==> config.mk <==
export PLATFORM = sky130hd
export DESIGN_NAME = hdlc_bus_sched_flat
export DESIGN_NICKNAME = d
export VERILOG_FILES = /design/src/rtl/hdlc_bus_sched_if.sv /design/src/rtl/hdlc_bus_sched.sv /design/src/flat_wrapper.sv
export SDC_FILE = /design/constraint.sdc
export NUM_CORES = 1
export LEC_CHECK = 0
export ABC_AREA = 0
export CAP_MARGIN = 10
export CORE_AREA = 2 2 88 90
export CTS_BUF_LIST = sky130_fd_sc_hd__clkbuf_2
export CTS_CLUSTER_SIZE = 25
export DETAILED_ROUTE_END_ITERATION = 10
export DIE_AREA = 0 0 90 92
export HOLD_SLACK_MARGIN = 0.06
export PLACE_DENSITY_LB_ADDON = 0.3
export SLEW_MARGIN = 20
export SYNTH_ARGS = -nofsm -noshare
export SYNTH_HDL_FRONTEND = slang
export SYNTH_SLANG_ARGS = --single-unit
==> constraint.sdc <==
create_clock -name Clk -period 4.2 [get_ports Clk]
set_input_delay 0.84 -clock Clk [delete_from_list [all_inputs] [get_ports Clk]]
set_output_delay 0.84 -clock Clk [all_outputs]
set_load 0.02 [all_outputs]
==> src/rtl/hdlc_bus_sched_if.sv <==
// Handshake and core-register bus bundle for hdlc_bus_sched.
// master: the scheduler's view; slave: the frame source/sink plus the HDLC core.
interface hdlc_bus_sched_if;
  localparam int unsigned DW = 8;
  localparam int unsigned AW = 3;

  logic          tx_valid;
  logic          tx_ready;
  logic [DW-1:0] tx_byte;
  logic          tx_last;
  logic          tx_done;
  logic          tx_err;
  logic          rx_valid;
  logic          rx_ready;
  logic [DW-1:0] rx_byte;
  logic          rx_last;
  logic          rx_err;
  logic          Rx_Ready;
  logic [AW-1:0] Address;
  logic          WriteEnable;
  logic          ReadEnable;
  logic [DW-1:0] DataIn;
  logic [DW-1:0] DataOut;

  modport master (
    input  tx_valid, tx_byte, tx_last, rx_ready, Rx_Ready, DataOut,
    output tx_ready, tx_done, tx_err, rx_valid, rx_byte, rx_last, rx_err,
           Address, WriteEnable, ReadEnable, DataIn
  );

  modport slave (
    output tx_valid, tx_byte, tx_last, rx_ready, Rx_Ready, DataOut,
    input  tx_ready, tx_done, tx_err, rx_valid, rx_byte, rx_last, rx_err,
           Address, WriteEnable, ReadEnable, DataIn
  );
endinterface

==> src/rtl/hdlc_bus_sched.sv <==
// Sole master of the HDLC core register bus: loads/starts Tx frames and drains Rx frames.
// Define HDLC_BUS_SCHED_WDOG_EN to abort a transmission whose Tx_Done never arrives.
module hdlc_bus_sched #(
  parameter int unsigned TX_MAX_LEN = 126,
  parameter int unsigned TX_TIMEOUT = 4096
) (
  input logic              Clk,
  input logic              Rst,
  hdlc_bus_sched_if.master bus
);
  localparam int unsigned AW   = 3;
  localparam int unsigned DW   = 8;
  localparam int unsigned TXCW = 7;
  localparam int unsigned RXCW = 8;

  localparam logic [AW-1:0] A_TX_SC   = AW'(0);
  localparam logic [AW-1:0] A_TX_BUFF = AW'(1);
  localparam logic [AW-1:0] A_RX_SC   = AW'(2);
  localparam logic [AW-1:0] A_RX_BUFF = AW'(3);
  localparam logic [AW-1:0] A_RX_LEN  = AW'(4);

  typedef enum logic [3:0] {
    IDLE, TX_CHK, TX_LOAD, TX_WR, TX_START, TX_POLL,
    RX_SC, RX_LEN, RX_RD, RX_OUT, RX_DROP
  } state_e;

  state_e          state_q, state_d;
  logic [AW-1:0]   addr_q, addr_d;
  logic [DW-1:0]   din_q, din_d;
  logic            we_q, we_d, re_q, re_d;
  logic            tx_ready_q, tx_ready_d, tx_done_q, tx_done_d, tx_err_q, tx_err_d;
  logic            rx_valid_q, rx_valid_d, rx_last_q, rx_last_d, rx_err_q, rx_err_d;
  logic [DW-1:0]   rx_byte_q, rx_byte_d;
  logic            tx_busy_q, tx_busy_d, last_grant_tx_q, last_grant_tx_d;
  logic            tx_trunc_q, tx_trunc_d, tx_fin_q, tx_fin_d;
  logic [TXCW-1:0] tx_cnt_q, tx_cnt_d;
  logic [RXCW-1:0] rx_len_q, rx_len_d, rx_cnt_q, rx_cnt_d;
  logic            tx_room;

`ifdef HDLC_BUS_SCHED_WDOG_EN
  localparam int unsigned WDW = 16;
  logic [WDW-1:0] wd_cnt_q, wd_cnt_d;
  logic           wd_exp;
  assign wd_exp = (wd_cnt_q == WDW'(TX_TIMEOUT));
  assign wd_cnt_d = !tx_busy_q ? '0 : (wd_exp ? wd_cnt_q : wd_cnt_q + WDW'(1));
  always_ff @(posedge Clk or negedge Rst) begin
    if (!Rst) wd_cnt_q <= '0;
    else      wd_cnt_q <= wd_cnt_d;
  end
`else
  logic unused_cfg;
  assign unused_cfg = ^32'(TX_TIMEOUT);
`endif

  assign tx_room = (tx_cnt_q < TXCW'(TX_MAX_LEN));

  // Reads: the predecessor raises ReadEnable on entry; the state samples DataOut once re_q drops.
  always_comb begin
    state_d         = state_q;
    addr_d          = addr_q;
    din_d           = din_q;
    we_d            = 1'b0;
    re_d            = 1'b0;
    tx_ready_d      = tx_ready_q;
    tx_done_d       = 1'b0;
    tx_err_d        = 1'b0;
    rx_valid_d      = rx_valid_q;
    rx_last_d       = rx_last_q;
    rx_byte_d       = rx_byte_q;
    rx_err_d        = 1'b0;
    tx_busy_d       = tx_busy_q;
    last_grant_tx_d = last_grant_tx_q;
    tx_trunc_d      = tx_trunc_q;
    tx_fin_d        = tx_fin_q;
    tx_cnt_d        = tx_cnt_q;
    rx_len_d        = rx_len_q;
    rx_cnt_d        = rx_cnt_q;

    case (state_q)
      IDLE: begin
        // a write still in flight may clear Rx_Ready, so hold off one cycle
        if (we_q) begin
          state_d = IDLE;
        end
`ifdef HDLC_BUS_SCHED_WDOG_EN
        else if (tx_busy_q && wd_exp) begin
          we_d      = 1'b1;
          addr_d    = A_TX_SC;
          din_d     = DW'(8'h04);
          tx_busy_d = 1'b0;
          tx_err_d  = 1'b1;
        end
`endif
        else if (tx_busy_q) begin
          re_d    = 1'b1;
          addr_d  = bus.Rx_Ready ? A_RX_SC : A_TX_SC;
          state_d = bus.Rx_Ready ? RX_SC : TX_POLL;
        end else if (bus.Rx_Ready && (!bus.tx_valid || last_grant_tx_q)) begin
          re_d            = 1'b1;
          addr_d          = A_RX_SC;
          last_grant_tx_d = 1'b0;
          state_d         = RX_SC;
        end else if (bus.tx_valid) begin
          re_d            = 1'b1;
          addr_d          = A_TX_SC;
          last_grant_tx_d = 1'b1;
          state_d         = TX_CHK;
        end
      end
      TX_CHK: begin
        if (!re_q) begin
          if (bus.DataOut[0]) begin
            tx_ready_d = 1'b1;
            tx_cnt_d   = '0;
            tx_trunc_d = 1'b0;
            state_d    = TX_LOAD;
          end else begin
            re_d   = 1'b1;
            addr_d = A_TX_SC;
          end
        end
      end
      TX_LOAD: begin
        if (bus.tx_valid && tx_ready_q) begin
          tx_ready_d = 1'b0;
          tx_fin_d   = bus.tx_last;
          state_d    = TX_WR;
          if (tx_room) begin
            we_d     = 1'b1;
            addr_d   = A_TX_BUFF;
            din_d    = bus.tx_byte;
            tx_cnt_d = tx_cnt_q + TXCW'(1);
          end else begin
            tx_trunc_d = 1'b1;
          end
          tx_err_d = bus.tx_last && (tx_trunc_q || !tx_room);
        end
      end
      TX_WR: begin
        if (tx_fin_q) begin
          state_d = TX_START;
        end else begin
          tx_ready_d = 1'b1;
          state_d    = TX_LOAD;
        end
      end
      TX_START: begin
        we_d      = 1'b1;
        addr_d    = A_TX_SC;
        din_d     = DW'(8'h02);
        tx_busy_d = 1'b1;
        state_d   = IDLE;
      end
      TX_POLL: begin
        if (!re_q) begin
          if (bus.DataOut[0]) begin
            tx_busy_d = 1'b0;
            tx_done_d = 1'b1;
          end
          state_d = IDLE;
        end
      end
      RX_SC: begin
        if (!re_q) begin
          if (|bus.DataOut[4:2]) begin
            state_d = RX_DROP;
          end else begin
            re_d    = 1'b1;
            addr_d  = A_RX_LEN;
            state_d = RX_LEN;
          end
        end
      end
      RX_LEN: begin
        if (!re_q) begin
          if (bus.DataOut == '0) begin
            state_d = RX_DROP;
          end else begin
            rx_len_d = bus.DataOut;
            rx_cnt_d = '0;
            re_d     = 1'b1;
            addr_d   = A_RX_BUFF;
            state_d  = RX_RD;
          end
        end
      end
      RX_RD: begin
        if (!re_q) begin
          rx_byte_d  = bus.DataOut;
          rx_valid_d = 1'b1;
          rx_cnt_d   = rx_cnt_q + RXCW'(1);
          rx_last_d  = ((rx_cnt_q + RXCW'(1)) == rx_len_q);
          state_d    = RX_OUT;
        end
      end
      RX_OUT: begin
        if (bus.rx_ready && rx_valid_q) begin
          rx_valid_d = 1'b0;
          rx_last_d  = 1'b0;
          if (rx_last_q) begin
            state_d = IDLE;
          end else begin
            re_d    = 1'b1;
            addr_d  = A_RX_BUFF;
            state_d = RX_RD;
          end
        end
      end
      RX_DROP: begin
        we_d     = 1'b1;
        addr_d   = A_RX_SC;
        din_d    = DW'(8'h02);
        rx_err_d = 1'b1;
        state_d  = IDLE;
      end
      default: state_d = IDLE;
    endcase
  end

  always_ff @(posedge Clk or negedge Rst) begin
    if (!Rst) begin
      state_q         <= IDLE;
      addr_q          <= '0;
      din_q           <= '0;
      we_q            <= 1'b0;
      re_q            <= 1'b0;
      tx_ready_q      <= 1'b0;
      tx_done_q       <= 1'b0;
      tx_err_q        <= 1'b0;
      rx_valid_q      <= 1'b0;
      rx_last_q       <= 1'b0;
      rx_byte_q       <= '0;
      rx_err_q        <= 1'b0;
      tx_busy_q       <= 1'b0;
      last_grant_tx_q <= 1'b0;
      tx_trunc_q      <= 1'b0;
      tx_fin_q        <= 1'b0;
      tx_cnt_q        <= '0;
      rx_len_q        <= '0;
      rx_cnt_q        <= '0;
    end else begin
      state_q         <= state_d;
      addr_q          <= addr_d;
      din_q           <= din_d;
      we_q            <= we_d;
      re_q            <= re_d;
      tx_ready_q      <= tx_ready_d;
      tx_done_q       <= tx_done_d;
      tx_err_q        <= tx_err_d;
      rx_valid_q      <= rx_valid_d;
      rx_last_q       <= rx_last_d;
      rx_byte_q       <= rx_byte_d;
      rx_err_q        <= rx_err_d;
      tx_busy_q       <= tx_busy_d;
      last_grant_tx_q <= last_grant_tx_d;
      tx_trunc_q      <= tx_trunc_d;
      tx_fin_q        <= tx_fin_d;
      tx_cnt_q        <= tx_cnt_d;
      rx_len_q        <= rx_len_d;
      rx_cnt_q        <= rx_cnt_d;
    end
  end

  assign bus.Address     = addr_q;
  assign bus.DataIn      = din_q;
  assign bus.WriteEnable = we_q;
  assign bus.ReadEnable  = re_q;
  assign bus.tx_ready    = tx_ready_q;
  assign bus.tx_done     = tx_done_q;
  assign bus.tx_err      = tx_err_q;
  assign bus.rx_valid    = rx_valid_q;
  assign bus.rx_byte     = rx_byte_q;
  assign bus.rx_last     = rx_last_q;
  assign bus.rx_err      = rx_err_q;
endmodule

==> src/flat_wrapper.sv <==
// flat-port wrapper written by rule: the top's interface ports become plain ports
module hdlc_bus_sched_flat 
#(
  parameter int unsigned TX_MAX_LEN = 126,
  parameter int unsigned TX_TIMEOUT = 4096
)
  (Clk, Rst, bus_tx_valid, bus_tx_byte, bus_tx_last, bus_rx_ready, bus_Rx_Ready, bus_DataOut, bus_tx_ready, bus_tx_done, bus_tx_err, bus_rx_valid, bus_rx_byte, bus_rx_last, bus_rx_err, bus_Address, bus_WriteEnable, bus_ReadEnable, bus_DataIn);
  hdlc_bus_sched_if bus_i ();
  input logic Clk;
  input logic Rst;
  input wire logic [$bits(bus_i.tx_valid)-1:0] bus_tx_valid;
  input wire logic [$bits(bus_i.tx_byte)-1:0] bus_tx_byte;
  input wire logic [$bits(bus_i.tx_last)-1:0] bus_tx_last;
  input wire logic [$bits(bus_i.rx_ready)-1:0] bus_rx_ready;
  input wire logic [$bits(bus_i.Rx_Ready)-1:0] bus_Rx_Ready;
  input wire logic [$bits(bus_i.DataOut)-1:0] bus_DataOut;
  output wire logic [$bits(bus_i.tx_ready)-1:0] bus_tx_ready;
  output wire logic [$bits(bus_i.tx_done)-1:0] bus_tx_done;
  output wire logic [$bits(bus_i.tx_err)-1:0] bus_tx_err;
  output wire logic [$bits(bus_i.rx_valid)-1:0] bus_rx_valid;
  output wire logic [$bits(bus_i.rx_byte)-1:0] bus_rx_byte;
  output wire logic [$bits(bus_i.rx_last)-1:0] bus_rx_last;
  output wire logic [$bits(bus_i.rx_err)-1:0] bus_rx_err;
  output wire logic [$bits(bus_i.Address)-1:0] bus_Address;
  output wire logic [$bits(bus_i.WriteEnable)-1:0] bus_WriteEnable;
  output wire logic [$bits(bus_i.ReadEnable)-1:0] bus_ReadEnable;
  output wire logic [$bits(bus_i.DataIn)-1:0] bus_DataIn;
  assign bus_i.tx_valid = bus_tx_valid;
  assign bus_i.tx_byte = bus_tx_byte;
  assign bus_i.tx_last = bus_tx_last;
  assign bus_i.rx_ready = bus_rx_ready;
  assign bus_i.Rx_Ready = bus_Rx_Ready;
  assign bus_i.DataOut = bus_DataOut;
  assign bus_tx_ready = bus_i.tx_ready;
  assign bus_tx_done = bus_i.tx_done;
  assign bus_tx_err = bus_i.tx_err;
  assign bus_rx_valid = bus_i.rx_valid;
  assign bus_rx_byte = bus_i.rx_byte;
  assign bus_rx_last = bus_i.rx_last;
  assign bus_rx_err = bus_i.rx_err;
  assign bus_Address = bus_i.Address;
  assign bus_WriteEnable = bus_i.WriteEnable;
  assign bus_ReadEnable = bus_i.ReadEnable;
  assign bus_DataIn = bus_i.DataIn;
  hdlc_bus_sched #(.TX_MAX_LEN(TX_MAX_LEN), .TX_TIMEOUT(TX_TIMEOUT)) u_core (.Clk(Clk), .Rst(Rst), .bus(bus_i));
endmodule
After elaboration in Yosys (flattened, before gate mapping)
Index checks and enable logic that the tools add are counted.

Bits in registers: 58. Input bits: 22. Output and inout bits: 27. Logic and storage cells: 175.

Add/sub/neg operators: 2. Magnitude comparators: 1. Eq/ne operators: 30. Muxes and demuxes: 86. Bitwise logic cells: 4. Reductions and logical operators: 33.

Operator list (number): 2-to-1 mux 4 bit (14); 2-to-1 mux 3 bit (15); 2-to-1 mux 8 bit (5); case mux 4 bit (9 select lines) (1); 2-to-1 mux 1 bit (33); case mux 8 bit (2 select lines) (2); 2-to-1 mux 7 bit (4); inequality test 2 bit (second input constant) (14); case mux 3 bit (8 select lines) (1); equality test 4 x 3 -> 1 bit (second input constant) (4); AND reduction 5 bit (3); case mux 7 bit (2 select lines) (1); AND reduction 13 bit (1); equality test 4 bit (second input constant) (3); AND reduction 3 bit (4); nonzero test 2 bit (6); case mux 1 bit (2 select lines) (5); AND reduction 9 bit (1); adder 8 x 1 -> 8 bit (second input constant) (1); equality test 4 x 2 -> 1 bit (second input constant) (2); equality test 8 bit (1); zero test 8 bit (1); AND reduction 4 bit (2); nonzero test 8 bit (1); 18 further kinds (31).

Longest topological paths before layout
Gate-level depths: netlist (run 1).

Depth after elaboration: 7. Mapped depth: 8. Depth with buffers taken out: 6.

Least setup slack after synthesis (run 1)
OpenSTA, ideal clock, no wires.

Path kind: input to register. From: input bus_DataOut[3]. To: register u_core.addr_q[0] (netlist: u_core.bus.Address[0]). Setup time: 0.128 ns. Data arrival time: 2.005 ns. Required time: 4.072 ns. Setup slack: 2.067 ns. Cell stages on the path: 5. Path buffers: 0. Cell sequence: nor3_1 > and4_4 > a21oi_2 > nand4b_1 > mux2_1.

Word-level cells in the longest chain between the ends: 3. Elaborated cells between the ends (all ways): 5. Those cells by class: eq/ne: 2; reduce/logical: 3.

Ends and longest elaborated chain: start, declared (RTL line flat_wrapper.sv:16) `input wire logic [$bits(bus_i.DataOut)-1:0] bus_DataOut;`; zero test 8 bit or OR reduction 3 bit (tied branches) (RTL line hdlc_bus_sched.sv:176, hdlc_bus_sched.sv:165); inequality test 2 bit (no line); AND reduction 13 bit (no line) (*); end signal, assigned (RTL line hdlc_bus_sched.sv:243) `addr_q <= addr_d;`; end, declared (RTL line hdlc_bus_sched.sv:28) `logic [AW-1:0] addr_q, addr_d;`.

Every way passes the cells marked *; elsewhere a longest branch is shown, timed or not. A chain may end at the register's enable or synchronous reset.

Worst setup path in the final report (run 1)
From: register u_core.state_q[2]. To: register u_core.rx_cnt_q[3].

Word-level cells in the longest chain between the ends: 3. Elaborated cells between the ends (all ways): 8. Those cells by class: eq/ne: 5; mux: 1; reduce/logical: 2.

Ends and longest elaborated chain: start, declared (RTL line hdlc_bus_sched.sv:27) `state_e state_q, state_d;`; start signal, assigned (RTL line hdlc_bus_sched.sv:242) `state_q <= state_d;`; equality test 4 x 3 -> 1 bit or equality test 4 bit (tied branches) (RTL line hdlc_bus_sched.sv:79) `case (state_q)`; inequality test 2 bit (no line) or nonzero test 2 bit (tied branches); AND reduction 4 bit (no line); end signal, assigned (RTL line hdlc_bus_sched.sv:260) `rx_cnt_q <= rx_cnt_d;`; end, declared (RTL line hdlc_bus_sched.sv:37) `logic [RXCW-1:0] rx_len_q, rx_len_d, rx_cnt_q, rx_cnt_d;`.

Several ways; a longest one is shown, not always the timed one.

==> results of run 1 <==
## cell usage after synthesis, drive strengths merged, types with 3 or more instances
cell and instances:
nor4 4, nand2b 7, nor2 22, and2 4, o31ai 3, or2 3
nand2 55, clkbuf 5, and3 3, xor2 8, mux2i 4, or3 4
inv 5, buf 12, nor2b 8, o21ai 21, mux2 14, nand3b 3
nor3 11, xnor2 7, o211ai 3, o22ai 3, nand4 4, nand3 22
dfrtp 58, a211oi 4, a21oi 13
## per-stage QoR
stage	setup slack (ns)	utilization, %	total power, mW
2_1_floorplan	2.067	-	0.5913
3_3_place_gp	1.219	50.03	0.6302
3_5_place_dp	1.141	50.03	0.6309
4_1_cts	1.608	51.80	1.033
5_1_grt	1.354	51.80	1.065
6_report	1.601	51.80	1.019
## worst max-delay path, delay by kind of cell, from the launching register on
kind / cells / cell delay [ns]
AOI/OAI and AO/OA: 3 / 1.14
DFF: 1 / 0.90
and+or+nand+nor: 2 / 0.48
## placed cells by master (no fill, tap or decap), types with 8 or more instances in the layout
master	count
sky130_fd_sc_hd__o21ai_0	13
sky130_fd_sc_hd__nand3_1	22
sky130_fd_sc_hd__a21oi_1	12
sky130_fd_sc_hd__nor2b_1	8
sky130_fd_sc_hd__nor3_1	11
sky130_fd_sc_hd__xor2_1	8
sky130_fd_sc_hd__clkbuf_2	10
sky130_fd_sc_hd__mux2_1	13
sky130_fd_sc_hd__nor2_1	22
sky130_fd_sc_hd__o21ai_1	8
sky130_fd_sc_hd__nand2_1	55
sky130_fd_sc_hd__dfrtp_1	58
sky130_fd_sc_hd__clkdlybuf4s50_1	47
## report_power, final
part           switching (mW)  internal [mW]  total, mW
Combinational          0.0261         0.0260     0.0521
Clock                   0.203          0.196      0.399
Sequential            0.00429          0.563      0.567
## layout make-up
cell class | instances | area [um^2] | share of cell area (%)
Clock buffer | 10 | 50.05 | 1.297
Inverter | 6 | 22.52 | 0.5838
Sequential cell | 58 | 1451 | 37.63
Multi-Input combinational cell | 260 | 1634 | 42.36
Clock inverter | 6 | 81.33 | 2.108
Timing Repair Buffer | 50 | 490.5 | 12.71
Tap cell | 102 | 127.6 | 3.308
## final timing paths
check	endpoint	cells past startpoint	slack [ns]	startpoint
worst max-delay path	u_core.rx_cnt_q[3]$_DFFE_PN0P_	5	1.60	u_core.state_q[2]$_DFFE_PN0P_
max in group asynchronous	u_core.bus.rx_last$_DFFE_PN0P_	2	3.01	Rst
worst max register to register	u_core.rx_cnt_q[3]$_DFFE_PN0P_	5	1.60	u_core.state_q[2]$_DFFE_PN0P_
worst min-delay path	u_core.bus.DataIn[5]$_DFFE_PN0P_	1	0.34	Rst
worst min register to register	u_core.bus.rx_byte[6]$_DFFE_PN0P_	2	0.50	u_core.bus.rx_byte[6]$_DFFE_PN0P_
min in group Clk	u_core.bus.rx_byte[6]$_DFFE_PN0P_	2	0.50	u_core.bus.rx_byte[6]$_DFFE_PN0P_
## logic make-up after synthesis
family	count (synthesis)	synth area share, %
multiplexers	18	6.167
AO/OA/AOI/OAI	66	14.56
AND/OR/NAND/NOR	159	25.37
adder cells (fa/ha/maj)	2	0.7805
flip-flops	58	45.28
XOR/XNOR	15	4.098
buffers and inverters	23	3.747
## layer usage
metal | vias to the layer above | share of wire [%] | global-route usage [%]
li1 | 1302 | - | -
met1 | 1301 | 47 | 26.78
met2 | 92 | 45 | 30.58
met3 | 11 | 6.6 | 5.341
met4 | 0 | 1.4 | 7.051
met5 | - | 0 | 0
## sequential cells by signal, summed over array words and instances (netlist names), 3 cells and up
| signal | cells |
|---|---|
| u_core.tx_cnt_q | 7 |
| u_core.rx_len_q | 8 |
| u_core.rx_cnt_q | 8 |
| u_core.state_q | 4 |
| u_core.bus.DataIn | 8 |
| u_core.bus.rx_byte | 8 |
| u_core.bus.Address | 3 |
==> qor.log, run 1 <==
[outcome] outcome finished clean
[setup_path] ordered cell list for the critical path nand4b_1 > a311oi_2 > nor2_1 > o21ai_0 > o31ai_1
[global_routing] All-Layer GR Usage 19.75%
[synth] dominant cell type by area after synthesis sky130_fd_sc_hd__dfrtp_1
[synth] post-synth design cell area 3206 um^2
[synth] post-synthesis register bit count 58
[final_layout] final instance area 3857 um^2
[floorplan] Die X 90 um
[sta] total negative slack 0 ns
[power] Leak 1.631 nW
[power] worst vdd rail ir drop 0.1759 mV
[cts] number of gates given a new drive strength after cts 0
[route] number of nets still failing antenna checks after routing 0
[cts] Worst-Skew Late Latency 0.47 ns
[synth] number of warnings issued by yosys 0
[synth] Avg Synthesized Cell Area 9.401 um^2
[place] number of input and output port buffers inserted 48
[cts] CTS Sinks 58
[route] via-per-instance ratio 5.500
[global_routing] largest net degree at the start of global routing 32
[setup_path] Req. time, crit path 4.58 ns
[final_layout] Post-layout nets 409
[synth] EDFF count, synth 0
[job] Max Cap Violations 0
[final_layout] ratio of cells with drive above 1 in the final layout 7.949%
[synth] ys async rst share 100.0%
[floorplan] total number of placement rows 32
[synth] Netlist cell types 62
[final_layout] Area growth syn-to-layout 20.34%
[power] power per standard cell area 264.0 nW/um^2
[sta] fin crit share 61.88%
[cts] H-Tree Level Count 3
[cts] post-CTS setup buffer count 0
[sta] unrepaired setup endpoints after global routing false
[setup_path] CP max-delay cell sky130_fd_sc_hd__dfrtp_1
[sta] Tightest Pin Transition 0.9957 ns
[floorplan] starting density of the core 43.04%
[cts] Root Buffer Master sky130_fd_sc_hd__clkbuf_2
[floorplan] die area 8280 um^2
[synth] fraction of post-synthesis cell area in the top cell type by area 45.28%
[final_layout] post-route non-filler standard cell count 492
[cts] clock-pin slew on the worst setup and hold paths 0.18 ns
[cts] CTS buffer count 9
[global_routing] total congestion overflow after global routing 0
[route] Pre-antenna DRT Iters 6
[hold_path] classification of the worst-slack hold path in -> async
[global_routing] via count of the first global-routing pass 2661
[setup_path] kind of start point of the critical path register
[sta] crit path time final 2.599 ns
[sta] max_slew headroom 33.33%
[place] post-detailed-placement cell area 3726 um^2
[synth] Top FF cell, synth sky130_fd_sc_hd__dfrtp_1
[synth] Synthesized Nets 365
[place] HPWL after DPL 5483 um
[route] count of vias placed by the detailed router 2706
[route] DRC violation count after routing 0
[global_routing] global-route wire length before repair 13060 um
[cts] TritonCTS clock tree yes
[setup_path] category of the most critical setup path reg -> reg
[synth] largest cells by area after synthesis sky130_fd_sc_hd__dfrtp_1 45%, sky130_fd_sc_hd__nand2_1 6.4%, sky130_fd_sc_hd__mux2_1 4.6%, sky130_fd_sc_hd__nand3_1 3.4%, sky130_fd_sc_hd__nor2_1 2.6%
[route] Routed WL 7603 um
[cts] maximum number of buffers from clock root to sink 2
[setup_path] maximum single-stage delay on the critical path 0.90 ns
[sta] worst clock skew 0.02670 ns
[route] Iter 0 DRT Violations 224
[setup_path] critical path data arrival time 2.98 ns
[floorplan] total core area 7447 um^2
[global_routing] initial antenna violation count 0
[cts] CTS Hold Bufs 0
[floorplan] number of top-level pins 49
[synth] portion of the post-synthesis area used by sequential elements 45.28%
[setup_path] Crit. End Element register
[floorplan] Die Y-Extent 92 um
[setup_path] largest fanout on the critical path 27
[final_layout] total inserted antenna cells 0
[sta] highest clock rate 384.8 MHz
[synth] cell count after synthesis 341
[sta] final number of max-transition violations 0
[sta] setup violation total in the final timing report 0
[place] number of placed instances, taps included 476
[route] mean routed wirelength per cell 15.45 um
[sta] final hold violations 0
[sta] worst hold margin 0.3417 ns
[final_layout] Filler cells 712
[place] Final Wtd Congestion 0.9289
(Power assumes the default switching activity.)
==> run 2, diff against run 1 <==
Clock period 4.2 ns to 2.6 ns, I/O delays scaled along.
==> run 2 against run 1 <==
Compared with the run above: routed wire length is 1.0% higher; via count is 2.0% higher; die area stayed put; core utilization is 0.91 points higher; maximum frequency is 15% higher; non-clock buffer count is 12 higher; combinational power is 70% higher; highest routed layer unchanged; sequential share of layout area is 0.65 points lower; largest power group unchanged; register-to-register slack worse by 1.3 ns; clock-buffer cell count is 1 lower.
==> qor.log, run 2 (same netlist as run 1, synthesis figures left out) <==
[setup_path] kind of start point of the critical path register
[final_layout] total inserted antenna cells 0
[route] Routed WL 7679 um
[setup_path] Req. time, crit path 2.97 ns
[cts] Worst-Skew Late Latency 0.47 ns
[final_layout] Filler cells 706
[route] via-per-instance ratio 5.485
[power] Leak 1.676 nW
[floorplan] Die X 90 um
[final_layout] Area growth syn-to-layout 22.44%
[cts] TritonCTS clock tree yes
[setup_path] source of the critical timing path u_core.state_q[2]$_DFFE_PN0P_
[cts] Root Buffer Master sky130_fd_sc_hd__clkbuf_2
[place] Final Wtd Congestion 0.9071
[sta] crit path time final 2.260 ns
[power] power per standard cell area 387.8 nW/um^2
[final_layout] ratio of cells with drive above 1 in the final layout 9.227%
[setup_path] Crit. End Element register
[job] Max Cap Violations 0
[route] DRC violation count after routing 0
[final_layout] Post-layout nets 421
[outcome] outcome finished clean
[hold_path] classification of the worst-slack hold path reg -> reg
[final_layout] FF+latch area 1451 um^2
[route] Pre-antenna DRT Iters 5
[final_layout] most common cell after layout, fill and taps aside sky130_fd_sc_hd__dfrtp_1
[sta] highest clock rate 442.5 MHz
[setup_path] category of the most critical setup path reg -> reg
[sta] unrepaired setup endpoints after global routing false
[route] Iter 0 DRT Violations 293
[global_routing] via count of the first global-routing pass 2592
[hold_path] cell depth of the worst min-delay path 2
[final_layout] area used by multi-input combinational logic 1634 um^2
[global_routing] All-Layer GR Usage 19.89%
[sta] fin crit share 86.92%
[sta] setup violation total in the final timing report 0
[hold_path] Worst Min Path Start u_core.bus.rx_byte[6]$_DFFE_PN0P_
[floorplan] Die Y-Extent 92 um
[place] HPWL after DPL 5629 um
[sta] Tightest Pin Transition 0.6287 ns
[floorplan] number of top-level pins 49
[sta] final hold violations 0
[sta] max_slew headroom 58.09%
[setup_path] reg-to-reg critical path endpoint u_core.state_q[3]$_DFFE_PN0P_
[final_layout] most frequent cells in the layout 58 x sky130_fd_sc_hd__dfrtp_1, 55 x sky130_fd_sc_hd__nand2_1, 47 x sky130_fd_sc_hd__clkdlybuf4s50_1
[sta] final number of max-transition violations 0
[floorplan] starting density of the core 43.04%
[floorplan] total number of placement rows 32
[final_layout] post-route core utilization 52.71%
[hold_path] sink of the worst hold path u_core.bus.rx_byte[6]$_DFFE_PN0P_
[floorplan] die area 8280 um^2
[global_routing] largest net degree at the start of global routing 33
[cts] clock-pin slew on the worst setup and hold paths 0.16 ns
[cts] CTS buffer count 9
[global_routing] global-route wire length before repair 13120 um
[floorplan] total core area 7447 um^2
[sta] worst clock skew 0.02465 ns
[setup_path] worst reg2reg setup slack 0.34 ns
[cts] maximum number of buffers from clock root to sink 2
[sta] worst hold margin 0.4918 ns
[sta] total negative slack 0 ns
[setup_path] worst flop-to-flop path startpoint u_core.state_q[2]$_DFFE_PN0P_
[setup_path] depth of the most critical reg-to-reg path 5
[route] count of vias placed by the detailed router 2759
[setup_path] largest fanout on the critical path 19
[setup_path] critical path data arrival time 2.63 ns
[place] number of input and output port buffers inserted 48
[cts] CTS Sinks 58
[global_routing] total congestion overflow after global routing 0
[global_routing] initial antenna violation count 0
[route] mean routed wirelength per cell 15.27 um
[route] number of nets still failing antenna checks after routing 0
[power] worst vdd rail ir drop 0.2176 mV
[cts] H-Tree Level Count 3
run 2: per-stage QoR:
| stage | instance area [um^2] | std cells | total power [mW] | setup WS [ns] |
|---|---|---|---|---|
| floorplan | 3206 | 341 | 0.9552 | 0.7542 |
| global placement | 3821 | 487 | 1.021 | 0.2695 |
| detailed placement | 3821 | 487 | 1.022 | 0.2366 |
| CTS | 3925 | 503 | 1.542 | 0.3347 |
| global route | 3925 | 503 | 1.587 | 0.2167 |
| finish | 3925 | 503 | 1.522 | 0.3401 |
run 2: worst max-delay path, cell delays in order, from the launching register on:
cell and delay [ns]:
sky130_fd_sc_hd__dfrtp_1 0.77, sky130_fd_sc_hd__nand2b_2 0.30, sky130_fd_sc_hd__a211oi_1 0.09, sky130_fd_sc_hd__a221o_1 0.30, sky130_fd_sc_hd__a211oi_2 0.33, sky130_fd_sc_hd__mux2_1 0.36
run 2: final cells by class:
class	instances	share of cell area, %
repair buffers	62	15.17
flip-flops and latches	58	36.98
multi-input cells	260	41.63
well taps	102	3.252
inverters	6	0.5738
clock buffers	9	1.148
clock inverters	6	1.243
run 2: worst max-delay path by stage:
stage	slack, ns	endpoint	cells past startpoint
5_1_grt	0.22	u_core.rx_cnt_q[6]$_DFFE_PN0P_	6
6_report	0.34	u_core.state_q[3]$_DFFE_PN0P_	5
3_5_place_dp	0.24	u_core.bus.Address[1]$_DFFE_PN0P_	6
2_1_floorplan	0.75	u_core.state_q[0]$_DFFE_PN0P_	5
4_1_cts	0.33	bus_ReadEnable	1
3_3_place_gp	0.27	u_core.bus.Address[1]$_DFFE_PN0P_	6
run 2: routing by layer:
| metal | up-vias | track usage [%] | routed length, um |
|---|---|---|---|
| met5 | - | 0 | 0 |
| met4 | 0 | 8.205 | 153 |
| li1 | 1336 | - | - |
| met2 | 89 | 29.76 | 3407 |
| met1 | 1318 | 28.04 | 3666 |
| met3 | 16 | 4.355 | 451 |
run 2: timing repair:
action,4_1_cts,5_1_grt
gates resized for setup,0,0
hold buffers,1,0
setup buffers,0,0
hold endpoints to repair,17,0
run 2: power breakdown:
group,internal (mW),switching (mW),total [mW]
Clock,0.202,0.315,0.517
Combinational,0.0458,0.0431,0.0888
Sequential,0.910,0.00672,0.916
